<file path="config.mk">
export PLATFORM = sky130hd
export DESIGN_NAME = inst_fetch_flat
export DESIGN_NICKNAME = d
export VERILOG_FILES = /design/src/rtl/inst_fetch_if.sv /design/src/rtl/inst_fetch.sv /design/src/flat_wrapper.sv
export SDC_FILE = /design/constraint.sdc
export NUM_CORES = 1
export LEC_CHECK = 0
export CAP_MARGIN = 20
export CORE_AREA = 2 2 124 126
export DETAILED_ROUTE_END_ITERATION = 6
export DIE_AREA = 0 0 126 128
export GPL_TIMING_DRIVEN = 0
export PLACE_DENSITY = 0.77
export SYNTH_ARGS = -nofsm -noshare
export SYNTH_HDL_FRONTEND = slang
export SYNTH_SLANG_ARGS = --single-unit
</file>
<file path="constraint.sdc">
create_clock -name i_Clk -period 2.8 [get_ports i_Clk]
set_input_delay 0.28 -clock i_Clk [delete_from_list [all_inputs] [get_ports i_Clk]]
set_output_delay 0.28 -clock i_Clk [all_outputs]
set_load 0.05 [all_outputs]
</file>
<file path="src/rtl/inst_fetch_if.sv">
// Fetch-stage bundle: PC-stage handshake, instruction-memory request/response
// channels and the instruction hand-off to decode.
interface inst_fetch_if;
    logic [31:0] i_pc;
    logic        o_hold_pc;
    logic        i_jump_flag;
    logic        o_mem_req_valid;
    logic [31:0] o_mem_req_addr;
    logic        i_mem_req_ready;
    logic        i_mem_rsp_valid;
    logic [31:0] i_mem_rsp_data;
    logic        o_inst_valid;
    logic [31:0] o_inst;
    logic [31:0] o_inst_addr;
    logic        i_id_ready;

    modport master (
        input  i_pc, i_jump_flag, i_mem_req_ready, i_mem_rsp_valid,
               i_mem_rsp_data, i_id_ready,
        output o_hold_pc, o_mem_req_valid, o_mem_req_addr, o_inst_valid,
               o_inst, o_inst_addr
    );

    modport slave (
        output i_pc, i_jump_flag, i_mem_req_ready, i_mem_rsp_valid,
               i_mem_rsp_data, i_id_ready,
        input  o_hold_pc, o_mem_req_valid, o_mem_req_addr, o_inst_valid,
               o_inst, o_inst_addr
    );
endinterface

</file>
<file path="src/rtl/inst_fetch.sv">
// Instruction fetch queue: tracks in-flight memory requests in a circular
// buffer, returns instructions in order and discards responses made stale by a jump.
module inst_fetch #(
    parameter int unsigned DEPTH    = 2,
    parameter logic [31:0] NOP_INST = 32'h00000013
) (
    input  logic          i_Clk,
    input  logic          i_reset,
    inst_fetch_if.master  bus
);
    localparam int unsigned PW  = $clog2(DEPTH);
    localparam int unsigned DCW = $clog2(DEPTH + 1);
    localparam int unsigned CW  = PW + 2;

    // Pointers carry one extra bit so a full queue differs from an empty one.
    logic [PW:0]     wr_ptr, fill_ptr, rd_ptr;
    logic [DCW-1:0]  drop_cnt;
    logic [31:0]     addr_q [DEPTH];
    logic [31:0]     data_q [DEPTH];
    logic [DEPTH-1:0] filled_q;

    logic [PW:0]     used, unfilled;
    logic [CW-1:0]   in_flight;
    logic [PW-1:0]   wr_idx, fill_idx, rd_idx;
    logic            req_valid, accept, rsp_drop, rsp_fill, inst_valid, pop;

    always_comb begin
        wr_idx    = wr_ptr[PW-1:0];
        fill_idx  = fill_ptr[PW-1:0];
        rd_idx    = rd_ptr[PW-1:0];
        used      = wr_ptr - rd_ptr;
        unfilled  = wr_ptr - fill_ptr;
        in_flight = CW'(used) + CW'(drop_cnt);
        // Outputs are forced to their idle values while reset is held low.
        req_valid = i_reset && !bus.i_jump_flag && (in_flight < CW'(DEPTH));
        accept    = req_valid && bus.i_mem_req_ready;
        rsp_drop  = bus.i_mem_rsp_valid && (drop_cnt != '0);
        rsp_fill  = bus.i_mem_rsp_valid && (drop_cnt == '0) && (unfilled != '0);
        inst_valid = (used != '0) && filled_q[rd_idx];
        pop       = inst_valid && bus.i_id_ready && !bus.i_jump_flag;
    end

    assign bus.o_mem_req_valid = req_valid;
    assign bus.o_mem_req_addr  = bus.i_pc;
    assign bus.o_hold_pc       = !i_reset || (!accept && !bus.i_jump_flag);
    assign bus.o_inst_valid    = inst_valid;
    assign bus.o_inst          = inst_valid ? data_q[rd_idx] : NOP_INST;
    assign bus.o_inst_addr     = addr_q[rd_idx];

    always_ff @(posedge i_Clk or negedge i_reset) begin
        if (!i_reset) begin
            wr_ptr   <= '0;
            fill_ptr <= '0;
            rd_ptr   <= '0;
            drop_cnt <= '0;
            filled_q <= '0;
            addr_q   <= '{default: '0};
            data_q   <= '{default: '0};
        end else if (bus.i_jump_flag) begin
            // Every unfilled request becomes a response to swallow; one arriving
            // now (whether it would fill or be dropped) is already accounted for.
            filled_q <= '0;
            rd_ptr   <= wr_ptr;
            fill_ptr <= wr_ptr;
            drop_cnt <= drop_cnt + DCW'(unfilled) - DCW'(rsp_drop || rsp_fill);
        end else begin
            if (accept) begin
                addr_q[wr_idx]   <= bus.i_pc;
                filled_q[wr_idx] <= 1'b0;
                wr_ptr           <= wr_ptr + 1'b1;
            end
            if (rsp_drop) begin
                drop_cnt <= drop_cnt - 1'b1;
            end else if (rsp_fill) begin
                data_q[fill_idx]   <= bus.i_mem_rsp_data;
                filled_q[fill_idx] <= 1'b1;
                fill_ptr           <= fill_ptr + 1'b1;
            end
            if (pop) begin
                filled_q[rd_idx] <= 1'b0;
                rd_ptr           <= rd_ptr + 1'b1;
            end
        end
    end
endmodule

</file>
<file path="src/flat_wrapper.sv">
// flat-port wrapper written by rule: the top's interface ports become plain ports
module inst_fetch_flat 
#(
    parameter int unsigned DEPTH    = 2,
    parameter logic [31:0] NOP_INST = 32'h00000013
)
  (i_Clk, i_reset, bus_i_pc, bus_i_jump_flag, bus_i_mem_req_ready, bus_i_mem_rsp_valid, bus_i_mem_rsp_data, bus_i_id_ready, bus_o_hold_pc, bus_o_mem_req_valid, bus_o_mem_req_addr, bus_o_inst_valid, bus_o_inst, bus_o_inst_addr);
  inst_fetch_if bus_i ();
  input  logic i_Clk;
  input  logic i_reset;
  input wire logic [$bits(bus_i.i_pc)-1:0] bus_i_pc;
  input wire logic [$bits(bus_i.i_jump_flag)-1:0] bus_i_jump_flag;
  input wire logic [$bits(bus_i.i_mem_req_ready)-1:0] bus_i_mem_req_ready;
  input wire logic [$bits(bus_i.i_mem_rsp_valid)-1:0] bus_i_mem_rsp_valid;
  input wire logic [$bits(bus_i.i_mem_rsp_data)-1:0] bus_i_mem_rsp_data;
  input wire logic [$bits(bus_i.i_id_ready)-1:0] bus_i_id_ready;
  output wire logic [$bits(bus_i.o_hold_pc)-1:0] bus_o_hold_pc;
  output wire logic [$bits(bus_i.o_mem_req_valid)-1:0] bus_o_mem_req_valid;
  output wire logic [$bits(bus_i.o_mem_req_addr)-1:0] bus_o_mem_req_addr;
  output wire logic [$bits(bus_i.o_inst_valid)-1:0] bus_o_inst_valid;
  output wire logic [$bits(bus_i.o_inst)-1:0] bus_o_inst;
  output wire logic [$bits(bus_i.o_inst_addr)-1:0] bus_o_inst_addr;
  assign bus_i.i_pc = bus_i_pc;
  assign bus_i.i_jump_flag = bus_i_jump_flag;
  assign bus_i.i_mem_req_ready = bus_i_mem_req_ready;
  assign bus_i.i_mem_rsp_valid = bus_i_mem_rsp_valid;
  assign bus_i.i_mem_rsp_data = bus_i_mem_rsp_data;
  assign bus_i.i_id_ready = bus_i_id_ready;
  assign bus_o_hold_pc = bus_i.o_hold_pc;
  assign bus_o_mem_req_valid = bus_i.o_mem_req_valid;
  assign bus_o_mem_req_addr = bus_i.o_mem_req_addr;
  assign bus_o_inst_valid = bus_i.o_inst_valid;
  assign bus_o_inst = bus_i.o_inst;
  assign bus_o_inst_addr = bus_i.o_inst_addr;
  inst_fetch #(.DEPTH(DEPTH), .NOP_INST(NOP_INST)) u_core (.i_Clk(i_Clk), .i_reset(i_reset), .bus(bus_i));
endmodule
</file>
**Word level (Yosys, flattened, before mapping)**

Cells that the tools add are included.
W data, S select, Z words.

- Bits in registers: 138
- Latch bits: 0
- RAM bits: 0
- Memory bits (read-only): 0
- Output and inout bits: 99
- Memories kept: 0

- $add $sub $neg: 9
- Multipliers: 0
- Divide/modulo/power cells: 0
- Order comparisons: 12
- Eq/ne operators: 1
- Shifts and indexed selects: 0
- Multiplexer cells: 35
- Bitwise logic cells: 10
- Reduce and logical (&&, ||, !) cells: 30

Operators by type and width:

| operator | count |
|---|---|
| $mux W32 | 9 |
| $bwmux W64 | 2 |
| $demux W32 S1 | 2 |
| $mux W2 | 14 |
| $logic_and A1 B1 Y1 | 15 |
| $reduce_bool A2 Y1 | 6 |
| $add A2 B1 Y2 const B | 3 |
| $ge A2 B2 Y1 const B | 3 |
| $lt A1 B2 Y1 const B | 3 |
| $not A1 Y2 | 3 |
| $mux W1 | 5 |
| $and A2 B2 Y2 | 2 |
| $lt A2 B1 Y1 const B | 2 |
| $not A2 Y2 | 2 |
| $reduce_and A2 Y1 | 2 |
| $sub A2 B2 Y2 | 2 |
| $add A2 B2 Y3 | 1 |
| $demux W1 S1 | 3 |
| $ge A1 B1 Y1 const B | 3 |
| $logic_not A1 Y1 | 3 |
| $lt A3 B2 Y1 const B | 1 |
| $reduce_and A3 Y1 | 1 |
| $add A2 B2 Y2 | 1 |
| $logic_not A2 Y1 | 1 |
| 6 further kinds | 8 |

**Longest topological paths before layout**

Gate-level depths: netlist of the first run.

- Depth in word-level cells: 15
- Gate-level depth with buffers: 13
- Gate-level depth less buffers: 12

**Worst setup path after synthesis of the first run**

No wires, ideal clock.

- Path type: register to register
- From: register u_core.wr_ptr[0]
- To: register u_core.addr_q[32] (netlist bit)
- Library setup time: 0.125 ns
- Data arrival time: 3.245 ns
- Required time: 2.675 ns
- Setup slack: -0.570 ns
- Stages on the path, launching flop included: 11
- Buffers on the path: 2
- Clock period less this slack: 3.370 ns
- Cell sequence: dfrtp_1 clkbuf_1 inv_1 ha_1 xnor3_1 fa_1 and4b_1 nand2_1 nor2_1 buf_2 mux2_2

- Word-level cells in the longest chain between the ends: 6
- Elaborated cells on any way between the ends: 13

RTL lines:

| item | line | source |
|---|---|---|
| from (decl) | inst_fetch.sv:16 | `logic [PW:0] wr_ptr, fill_ptr, rd_ptr;` |
| from (signal assigned) | inst_fetch.sv:70 | `wr_ptr <= wr_ptr + 1'b1;` |
| $sub A2 B2 Y2 | inst_fetch.sv:31 | `used = wr_ptr - rd_ptr;` |
| $add A2 B2 Y3 | inst_fetch.sv:33 | `in_flight = CW'(used) + CW'(drop_cnt);` |
| $lt A3 B2 Y1 | inst_fetch.sv:35 | `req_valid = i_reset && !bus.i_jump_flag && (in_flight < CW'(DEPTH));` |
| $logic_and A1 B1 Y1 | inst_fetch.sv:35 |  |
| net bus_o_mem_req_valid | flat_wrapper.sv:18 | `output wire logic [$bits(bus_i.o_mem_req_valid)-1:0] bus_o_mem_req_valid;` |
| $logic_and A1 B1 Y1 | inst_fetch.sv:36 | `accept = req_valid && bus.i_mem_req_ready;` |
| $reduce_and A2 Y1 (no line) | -- |  |
| to (signal, indexed assignment) | inst_fetch.sv:68 | `addr_q[wr_idx] <= bus.i_pc;` |
| to (decl) | inst_fetch.sv:18 | `logic [31:0] addr_q [DEPTH];` |

The timed path passes the listed nets, and every way through them passes these cells.
A chain may end at the register's enable or synchronous reset.

**Final worst setup path of the first run**

- From: register u_core.wr_ptr[0]
- To: output bus_o_hold_pc

- Word-level cells in the longest chain between the ends: 8

RTL lines:

| item | line | source |
|---|---|---|
| $sub A2 B2 Y2 | inst_fetch.sv:31 |  |
| $add A2 B2 Y3 | inst_fetch.sv:33 |  |
| $lt A3 B2 Y1 | inst_fetch.sv:35 |  |
| $logic_and A1 B1 Y1 | inst_fetch.sv:35 |  |
| $logic_and A1 B1 Y1 | inst_fetch.sv:36 |  |
| $logic_not A1 Y1 | inst_fetch.sv:45 | `assign bus.o_hold_pc = !i_reset \|\| (!accept && !bus.i_jump_flag);` |
| $logic_and A1 B1 Y1 | inst_fetch.sv:45 |  |
| $logic_or A1 B1 Y1 | inst_fetch.sv:45 |  |
| to (decl) | flat_wrapper.sv:17 | `output wire logic [$bits(bus_i.o_hold_pc)-1:0] bus_o_hold_pc;` |

No other way between the ends.

==> out/summary.log, run 1 <==
qor: power.internal-power 6931 uW
qor: layout.multi_input_area 2749 um2
qor: layout.nets 751
qor: worst_setup_path.r2r-start u_core.wr_ptr[0]
qor: die.die-width 126 um
qor: layout.layout-drive-gt1-share 42.30%
qor: power.cellLeakagePower 0.004459 uW
qor: logic_synthesis.postSynthRegisterBits 138
qor: logic_synthesis.syn_avg_cell_area 13.58 um2
qor: clocking.clk_transition_reported_paths 0.06 ns
qor: grt.grt_use_total 19.30%
qor: detailed_routing.wl_met1 6326 um
qor: worst_setup_path.cp_data_arrival_time 2.56 ns
qor: grt.antenna_found_initial 0
qor: die.die_area 16130 um2
qor: layout.fill_cells 1145
qor: detailed_routing.routed_length_on_met2 7229 um
qor: sta.post-route-period-util 101.4%
qor: clocking.clk-insertion-delay-late 0.42 ns
qor: clocking.numCtsBuffers 17
qor: sta.layout_min_cycle_time 2.839 ns
qor: sta.setup_repair_after_global_routing_missed_its_margin yes
qor: logic_synthesis.synth_xor_xnor_area_share 1.695%
qor: worst_setup_path.cp.required 2.52 ns
qor: worst_setup_path.crit_start u_core.wr_ptr[0]
qor: logic_synthesis.synth_flop_cell sky130_fd_sc_hd__dfrtp_1
qor: clocking.cts_root_buffer sky130_fd_sc_hd__clkbuf_16
qor: detailed_routing.drt_drc_violations_left 0
qor: logic_synthesis.ys_async_sr_fraction 100.0%
qor: worst_setup_path.regToRegEndpoint u_core.addr_q[29]
qor: grt.globalRoute.totalOverflow 0
qor: logic_synthesis.synth.distinct_cells 35
qor: die.effective_utilization_at_floorplan 44.21%
qor: detailed_routing.wire_per_inst 16.97 um
qor: worst_setup_path.critical_path.endpoint_type primary output
qor: layout.utilization 62.48%
qor: job.maxCapViolCount 0
qor: logic_synthesis.synth_top_family_by_area multiplexers
qor: layout.num_antenna_cells 0
qor: sta.drv_slew 0
qor: worst_setup_path.worst-path-max-fanout 4
qor: clocking.htreeDepth 4
qor: worst_hold_path.timing.hold.worst.class in -> reg
qor: logic_synthesis.synth-edff-count 0
qor: clocking.clock_path_buffers 2
qor: detailed_routing.vias_per_cell 5.049
qor: detailed_routing.via_count 4423
qor: detailed_routing.route.final.wire_length 14870 um
qor: power.power.density 1214 nW/um2
qor: placed_design.routabilityCongestion 0.7783
qor: logic_synthesis.synthSimpleGateAreaFrac 4.227%
qor: detailed_routing.wl_met3 1117 um
qor: detailed_routing.firstDrtPassIters 4
qor: sta.timing_limited_maximum_frequency 352.2 MHz
qor: power.max-vdd-ir-drop 0.0005731 V
qor: grt.global_route_wire_length_before_repair 24530 um
qor: sta.slew-limit-headroom 63.41%
qor: power.power_frac_comb 48.1%
qor: sta.layout_setup_ws -0.03924 ns
qor: logic_synthesis.synth_compound_area_share 1.561%
qor: layout.fin_cells 876
qor: power.share_of_total_power_in_the_clock_network 21.0%
qor: placed_design.detailed_place_hpwl 10620 um
qor: logic_synthesis.yosysWarningCount 0
qor: sta.timing_worst_slew_pin_value 0.5448 ns
qor: logic_synthesis.synth_area 6571 um2
qor: power.total_switching_power 4342 uW
qor: worst_setup_path.critPathCapture bus_o_hold_pc
qor: status.violations negative setup slack
qor: layout.regArea 3456 um2
qor: detailed_routing.topRoutingLayerUsed met4
qor: logic_synthesis.synth_mux_area_share 32.60%
qor: power.power.sequential.fraction 30.8%
qor: logic_synthesis.syn_nets 560
qor: worst_setup_path.critical_setup_path_kind reg -> out
qor: grt.grt_max_degree 73
qor: die.core-area 14860 um2
qor: die.die_y 128 um
qor: worst_setup_path.reg2reg_depth 8
qor: detailed_routing.detail-route-antenna-nets 0
qor: clocking.cts.sink_count 138
qor: placed_design.placement.io_buffers 168
qor: sta.setup_violators_final 1
qor: grt.vias_in_the_first_global_route 4850
qor: worst_setup_path.worstSetupStartpointType flip-flop
qor: die.boundaryPins 169
qor: placed_design.place.detailed.instances 841
qor: die.placement_rows 45
qor: logic_synthesis.yosys.area_share.adder 1.257%
qor: power.power.switching_fraction 38.52%
qor: logic_synthesis.seq_area_frac_synth 52.55%
qor: sta.hold_viol_final 0
qor: layout.flow.area_growth_from_synthesis 41.34%
qor: clocking.cts_tree yes
qor: sta.skew 0.007518 ns
qor: logic_synthesis.synthesis.instances 484
qor: detailed_routing.initialDrtViolationCount 115
qor: status.outcome finished, violations left
qor: worst_setup_path.regToRegSetupSlack 0.06 ns
==> Yosys cell counts, types with 2 or more instances <==
| cell type | count | area, um2 |
|---|---|---|
| sky130_fd_sc_hd__buf_6 | 3 | 33.78 |
| sky130_fd_sc_hd__mux2i_1 | 34 | 340.3 |
| sky130_fd_sc_hd__buf_1 | 5 | 18.77 |
| sky130_fd_sc_hd__buf_4 | 35 | 262.8 |
| sky130_fd_sc_hd__mux2_2 | 157 | 1768 |
| sky130_fd_sc_hd__dfrtp_1 | 138 | 3453 |
| sky130_fd_sc_hd__inv_1 | 8 | 30.03 |
| sky130_fd_sc_hd__ha_1 | 5 | 62.56 |
| sky130_fd_sc_hd__nor2b_1 | 2 | 12.51 |
| sky130_fd_sc_hd__nor2_1 | 33 | 123.9 |
| sky130_fd_sc_hd__xnor2_1 | 4 | 35.03 |
| sky130_fd_sc_hd__or3_1 | 2 | 12.51 |
| sky130_fd_sc_hd__a21oi_1 | 3 | 15.01 |
| sky130_fd_sc_hd__clkbuf_1 | 11 | 41.29 |
| sky130_fd_sc_hd__xnor3_1 | 3 | 67.56 |
| sky130_fd_sc_hd__nand3_1 | 3 | 15.01 |
| sky130_fd_sc_hd__a211oi_1 | 2 | 15.01 |
| sky130_fd_sc_hd__o21ai_0 | 5 | 25.02 |
| sky130_fd_sc_hd__nand2b_1 | 2 | 12.51 |
| sky130_fd_sc_hd__a221oi_1 | 2 | 17.52 |
| sky130_fd_sc_hd__mux2_1 | 3 | 33.78 |
| sky130_fd_sc_hd__buf_2 | 3 | 15.01 |
| sky130_fd_sc_hd__nand2_1 | 9 | 33.78 |
==> registers in the layout (all words and copies together) (netlist names) <==
signal / flops
u_core.addr_q: 64
u_core.data_q: 64
u_core.drop_cnt: 2
u_core.fill_ptr: 2
u_core.filled_q: 2
u_core.rd_ptr: 2
u_core.wr_ptr: 2
==> metal layers <==
| layer | vias up | GRT usage [%] |
|---|---|---|
| met5 | - | 0 |
| met4 | 0 | 5.495 |
| met3 | 19 | 7.471 |
| met2 | 159 | 33.18 |
| met1 | 2195 | 22.61 |
| li1 | 2050 | - |
==> worst max-delay path, stage by stage (launching register included) <==
cell                      delay [ns]
sky130_fd_sc_hd__dfrtp_2        0.42
sky130_fd_sc_hd__inv_2          0.10
sky130_fd_sc_hd__ha_4           0.14
sky130_fd_sc_hd__xnor3_2        0.29
sky130_fd_sc_hd__fa_1           0.55
sky130_fd_sc_hd__and4b_4        0.27
sky130_fd_sc_hd__nand2_4        0.08
sky130_fd_sc_hd__nand2_1        0.07
sky130_fd_sc_hd__nand2_1        0.07
sky130_fd_sc_hd__buf_6          0.16
==> area by class of cell <==
class	count	share of cell area, %
multi-input combinational	281	29.60
clock inverter	14	2.102
tap	188	2.533
buffer	56	4.553
clock buffer	18	4.729
timing repair buffer	173	18.95
sequential	138	37.21
inverter	8	0.3233
==> cells by family after synthesis <==
| family | count (synthesis) |
|---|---|
| flip-flops | 138 |
| AND/OR/NAND/NOR | 57 |
| adder cells (fa/ha/maj) | 6 |
| buffers and inverters | 65 |
| AO/OA/AOI/OAI | 16 |
| multiplexers | 194 |
| XOR/XNOR | 8 |
==> power by group through the flow <==
stage | Clock, uW | Combinational, uW | Sequential [uW]
finish | 2370 | 5430 | 3470
global route | 2540 | 5780 | 3600
CTS | 2430 | 5450 | 3470
detailed placement | 0 | 5490 | 3490
global placement | 0 | 5350 | 3400
floorplan | 0 | 4060 | 3320
==> stage by stage <==
step / cell area (um2) / TNS [ns] / hold WS [ns] / setup WS [ns] / power, uW
6_report: 9288 / -0.03924 / 0.3992 / -0.03924 / 11270
5_1_grt: 9288 / -0.7039 / 0.4018 / -0.1246 / 11920
4_1_cts: 9205 / -0.1300 / 0.4204 / -0.1300 / 11350
3_5_place_dp: 8554 / -22.19 / 0.3166 / -0.4577 / 8982
3_3_place_gp: 8526 / -831.30 / 0.4694 / -4.814 / 8750
2_1_floorplan: 6609 / 0 / -0.01559 / 0.01996 / 7387
==> worst min-delay path by stage <==
stage,from,endpoint,depth (start not counted)
after floorplan,i_reset,u_core.addr_q[0],0
final,i_reset,u_core.wr_ptr[0],4
after global routing,i_reset,u_core.wr_ptr[0],4
after CTS,i_reset,u_core.wr_ptr[0],4
after detailed placement,i_reset,u_core.addr_q[36],1
after global placement,u_core.data_q[5],u_core.data_q[5],1
==> layout by cell type, fill, tap and decap left out, types with 3 or more instances in the layout <==
cell type,synthesis,layout
sky130_fd_sc_hd__nand2_1,9,8
sky130_fd_sc_hd__clkbuf_2,0,3
sky130_fd_sc_hd__clkbuf_16,0,17
sky130_fd_sc_hd__ha_1,5,4
sky130_fd_sc_hd__clkdlybuf4s50_1,0,102
sky130_fd_sc_hd__mux2_2,157,157
sky130_fd_sc_hd__buf_6,3,8
sky130_fd_sc_hd__buf_4,35,47
sky130_fd_sc_hd__inv_1,8,7
sky130_fd_sc_hd__bufinv_16,0,4
sky130_fd_sc_hd__o21ai_0,5,5
sky130_fd_sc_hd__dlygate4sd2_1,0,11
sky130_fd_sc_hd__clkbuf_4,0,7
sky130_fd_sc_hd__dfrtp_1,138,136
sky130_fd_sc_hd__clkinvlp_4,0,4
sky130_fd_sc_hd__nor2_1,33,32
sky130_fd_sc_hd__a21oi_1,3,3
sky130_fd_sc_hd__nand3_1,3,3
sky130_fd_sc_hd__mux2_1,3,3
sky130_fd_sc_hd__mux2i_1,34,34
sky130_fd_sc_hd__clkdlybuf4s15_2,0,14
sky130_fd_sc_hd__buf_2,3,10
sky130_fd_sc_hd__dlymetal6s2s_1,0,22
sky130_fd_sc_hd__xnor2_1,4,4
==> timing repair <==
action | in CTS | in global routing
hold buffers | 2 | 0
gates resized for setup | 168 | 33
endpoints found under the setup margin | 127 | 103
endpoints found under the hold margin | 66 | 0
buffers inserted | 1 | 1
Note: power is estimated with default switching activity, not from simulation.
==> inputs of run 2 (changes only) <==
--- a/config.mk
+++ b/config.mk
@@ -11,6 +11,7 @@
 export DIE_AREA = 0 0 126 128
 export GPL_TIMING_DRIVEN = 0
 export PLACE_DENSITY = 0.77
+export RECOVER_POWER = 25
 export SYNTH_ARGS = -nofsm -noshare
 export SYNTH_HDL_FRONTEND = slang
 export SYNTH_SLANG_ARGS = --single-unit
==> out/summary.log, run 2 (synthesized netlist as in run 1, its figures left out) <==
qor: status.outcome finished, violations left
qor: status.violations max-capacitance violations, max-slew violations, negative setup slack
qor: die.die-width 126 um [unchanged]
qor: grt.antenna_found_initial 0 [unchanged]
qor: sta.timing_worst_slew_pin_value 1.747 ns [+1.202 ns]
qor: layout.layout_common_cells sky130_fd_sc_hd__mux2_2 (157), sky130_fd_sc_hd__dfrtp_1 (136), sky130_fd_sc_hd__clkdlybuf4s50_1 (102), sky130_fd_sc_hd__buf_4 (47), sky130_fd_sc_hd__mux2i_1 (34)
qor: grt.globalRoute.totalOverflow 0 [unchanged]
qor: worst_setup_path.cp_data_arrival_time 2.56 ns [about the same]
qor: detailed_routing.drt_drc_violations_left 0 [unchanged]
qor: clocking.cts_tree yes
qor: die.core-area 14860 um2 [unchanged]
qor: worst_setup_path.worstSetupStartpointType flip-flop
qor: placed_design.dp_slack -0.4577 ns [unchanged]
qor: sta.slew-limit-headroom -16.46% [-80 points]
qor: layout.nets 751 [unchanged]
qor: power.cellLeakagePower 0.004442 uW [-0.38%]
qor: worst_setup_path.worst-path-max-fanout 4 [unchanged]
qor: die.die_y 128 um [unchanged]
qor: layout.layout-drive-gt1-share 42.30% [unchanged]
qor: detailed_routing.initialDrtViolationCount 141 [+23%]
qor: worst_setup_path.cpMaxStageDelayCell sky130_fd_sc_hd__fa_1
qor: placed_design.placement.io_buffers 168 [unchanged]
qor: sta.drv_slew 140 [+140]
qor: sta.layout_setup_ws -0.04009 ns [-0.0008500 ns]
qor: detailed_routing.firstDrtPassIters 4 [unchanged]
qor: clocking.numCtsBuffers 17 [unchanged]
qor: die.boundaryPins 169 [unchanged]
qor: die.die_area 16130 um2 [unchanged]
qor: layout.flow.area_growth_from_synthesis 40.65%
qor: clocking.clk_transition_reported_paths 0.06 ns [about the same]
qor: layout.reg.largest.list u_core.addr_q: 64 flops, u_core.data_q: 64 flops
qor: worst_setup_path.critical_path.n_buffers_inverters 2 [unchanged]
qor: grt.vias_in_the_first_global_route 4850 [unchanged]
qor: placed_design.detailed_place_hpwl 10620 um [unchanged]
qor: layout.fill_cells 1151 [+0.52%]
qor: detailed_routing.route.final.wire_length 14870 um [about the same]
qor: worst_setup_path.critical_setup_path_kind reg -> out
qor: sta.timing_limited_maximum_frequency 352.1 MHz [about the same]
qor: worst_setup_path.critical_path.endpoint_type primary output
qor: power.max-vdd-ir-drop 0.0005747 V [+0.28%]
qor: die.placement_rows 45 [unchanged]
qor: detailed_routing.detail-route-antenna-nets 0 [unchanged]
qor: grt.global_route_wire_length_before_repair 24530 um [unchanged]
qor: sta.layout_min_cycle_time 2.840 ns [+0.0008500 ns]
qor: power.power.density 1219 nW/um2 [+0.45%]
qor: sta.hold_viol_final 0 [unchanged]
qor: grt.grt_use_total 19.30% [unchanged]
qor: clocking.cts.sink_count 138 [unchanged]
qor: layout.mostFrequentLayoutCell sky130_fd_sc_hd__mux2_2
qor: sta.setup_violators_final 1 [unchanged]
qor: worst_setup_path.cp_common_cell sky130_fd_sc_hd__nand2_1
qor: worst_hold_path.timing.hold.worst.class in -> reg
qor: grt.grt_max_degree 73 [unchanged]
qor: detailed_routing.wire_per_inst 16.98 um [about the same]
qor: detailed_routing.vias_per_cell 5.071 [+0.43%]
qor: clocking.clk-insertion-delay-late 0.42 ns [about the same]
qor: die.effective_utilization_at_floorplan 44.21% [unchanged]
qor: worst_setup_path.cp_peak_stage_delay 0.55 ns [about the same]
qor: job.maxCapViolCount 2 [+2]
qor: worst_setup_path.critical_path.cell_chain inv_2 -> ha_4 -> xnor3_2 -> fa_1 -> and4b_4 -> nand2_4 -> nand2_1 -> nand2_1 -> buf_6
qor: power.power.total 11270 uW [about the same]
qor: placed_design.routabilityCongestion 0.7783 [unchanged]
qor: sta.post-route-period-util 101.4% [about the same]
qor: detailed_routing.via_count 4442 [+0.43%]
qor: clocking.cts_root_buffer sky130_fd_sc_hd__clkbuf_16
qor: layout.num_antenna_cells 0 [unchanged]
qor: worst_setup_path.cp.required 2.52 ns [about the same]
qor: clocking.clock_path_buffers 2 [unchanged]
qor: clocking.htreeDepth 4 [unchanged]
qor: sta.setup_repair_after_global_routing_missed_its_margin yes
qor: sta.hold_slack 0.3978 ns [-0.001443 ns]
qor: worst_setup_path.cpLargestDelayFamily adder cells
qor: sta.skew 0.007543 ns [+0.00002467 ns]
-- run 2: cell count changes in the layout (fill, tap and decap cells not counted) --
cell	change
sky130_fd_sc_hd__buf_16	-2
sky130_fd_sc_hd__clkbuf_2	+2
-- run 2: final cells by class --
cell class | count | area (um2) | share of cell area (%)
flip-flops and latches | 138 | 3456 | 37.39
multi-input cells | 281 | 2749 | 29.74
repair buffers | 173 | 1715 | 18.56
well taps | 188 | 235.2 | 2.545
clock buffers | 18 | 439.2 | 4.752
inverters | 8 | 30.03 | 0.3249
plain buffers | 56 | 422.9 | 4.576
clock inverters | 14 | 195.2 | 2.112
-- run 2: final timing paths --
kind / startpoint / end / slack (ns) / depth (start not counted)
max in group asynchronous: i_reset / u_core.data_q[26] / 0.72 / 3
setup / recovery: u_core.wr_ptr[0] / bus_o_hold_pc / -0.04 / 9
hold reg to reg: u_core.data_q[6] / u_core.data_q[6] / 0.49 / 1
setup reg to reg: u_core.wr_ptr[0] / u_core.addr_q[29] / 0.05 / 8
hold / removal: i_reset / u_core.wr_ptr[0] / 0.40 / 4
min in group asynchronous: i_reset / u_core.addr_q[36] / 0.98 / 3
-- run 2: per-layer routing --
layer,global-route usage (%),wire length (um),up-vias
li1,-,-,2052
met1,22.61,6269,2208
met2,33.18,7242,163
met3,7.471,1156,19
met4,5.495,204,0
met5,0,0,-
-- run 2: timing repair --
item / CTS / global route
gates resized for setup: 168 / 33
endpoints found under the setup margin: 127 / 103
endpoints found under the hold margin: 66 / 0
hold buffers: 2 / 0
setup buffers: 1 / 1
pin swaps: 0 / 0
-- run 2: worst min-delay path: cells and delay by family --
| kind | cells | cell delay [ns] |
|---|---|---|
| simple gates | 2 | 0.32 |
| buf+inv | 1 | 0.11 |
| xor+xnor | 1 | 0.06 |
-- run 2: metrics by stage --
stage | cells | setup TNS, ns | area [um2] | util (%)
5_1_grt | 876 | -0.7039 | 9243 | 62.18
3_3_place_gp | 840 | -831.30 | 8526 | 57.36
2_1_floorplan | 484 | 0 | 6609 | -
3_5_place_dp | 841 | -22.19 | 8554 | 57.55
6_report | 876 | -0.04009 | 9243 | 62.18
4_1_cts | 875 | -0.1300 | 9205 | 61.93
-- run 2: report_power, final --
group / internal (uW) / switching, uW / total (uW)
clock: 1520 / 855 / 2370
combinational: 2440 / 2990 / 5430
sequential: 2970 / 501 / 3470
total: 6920 / 4340 / 11300
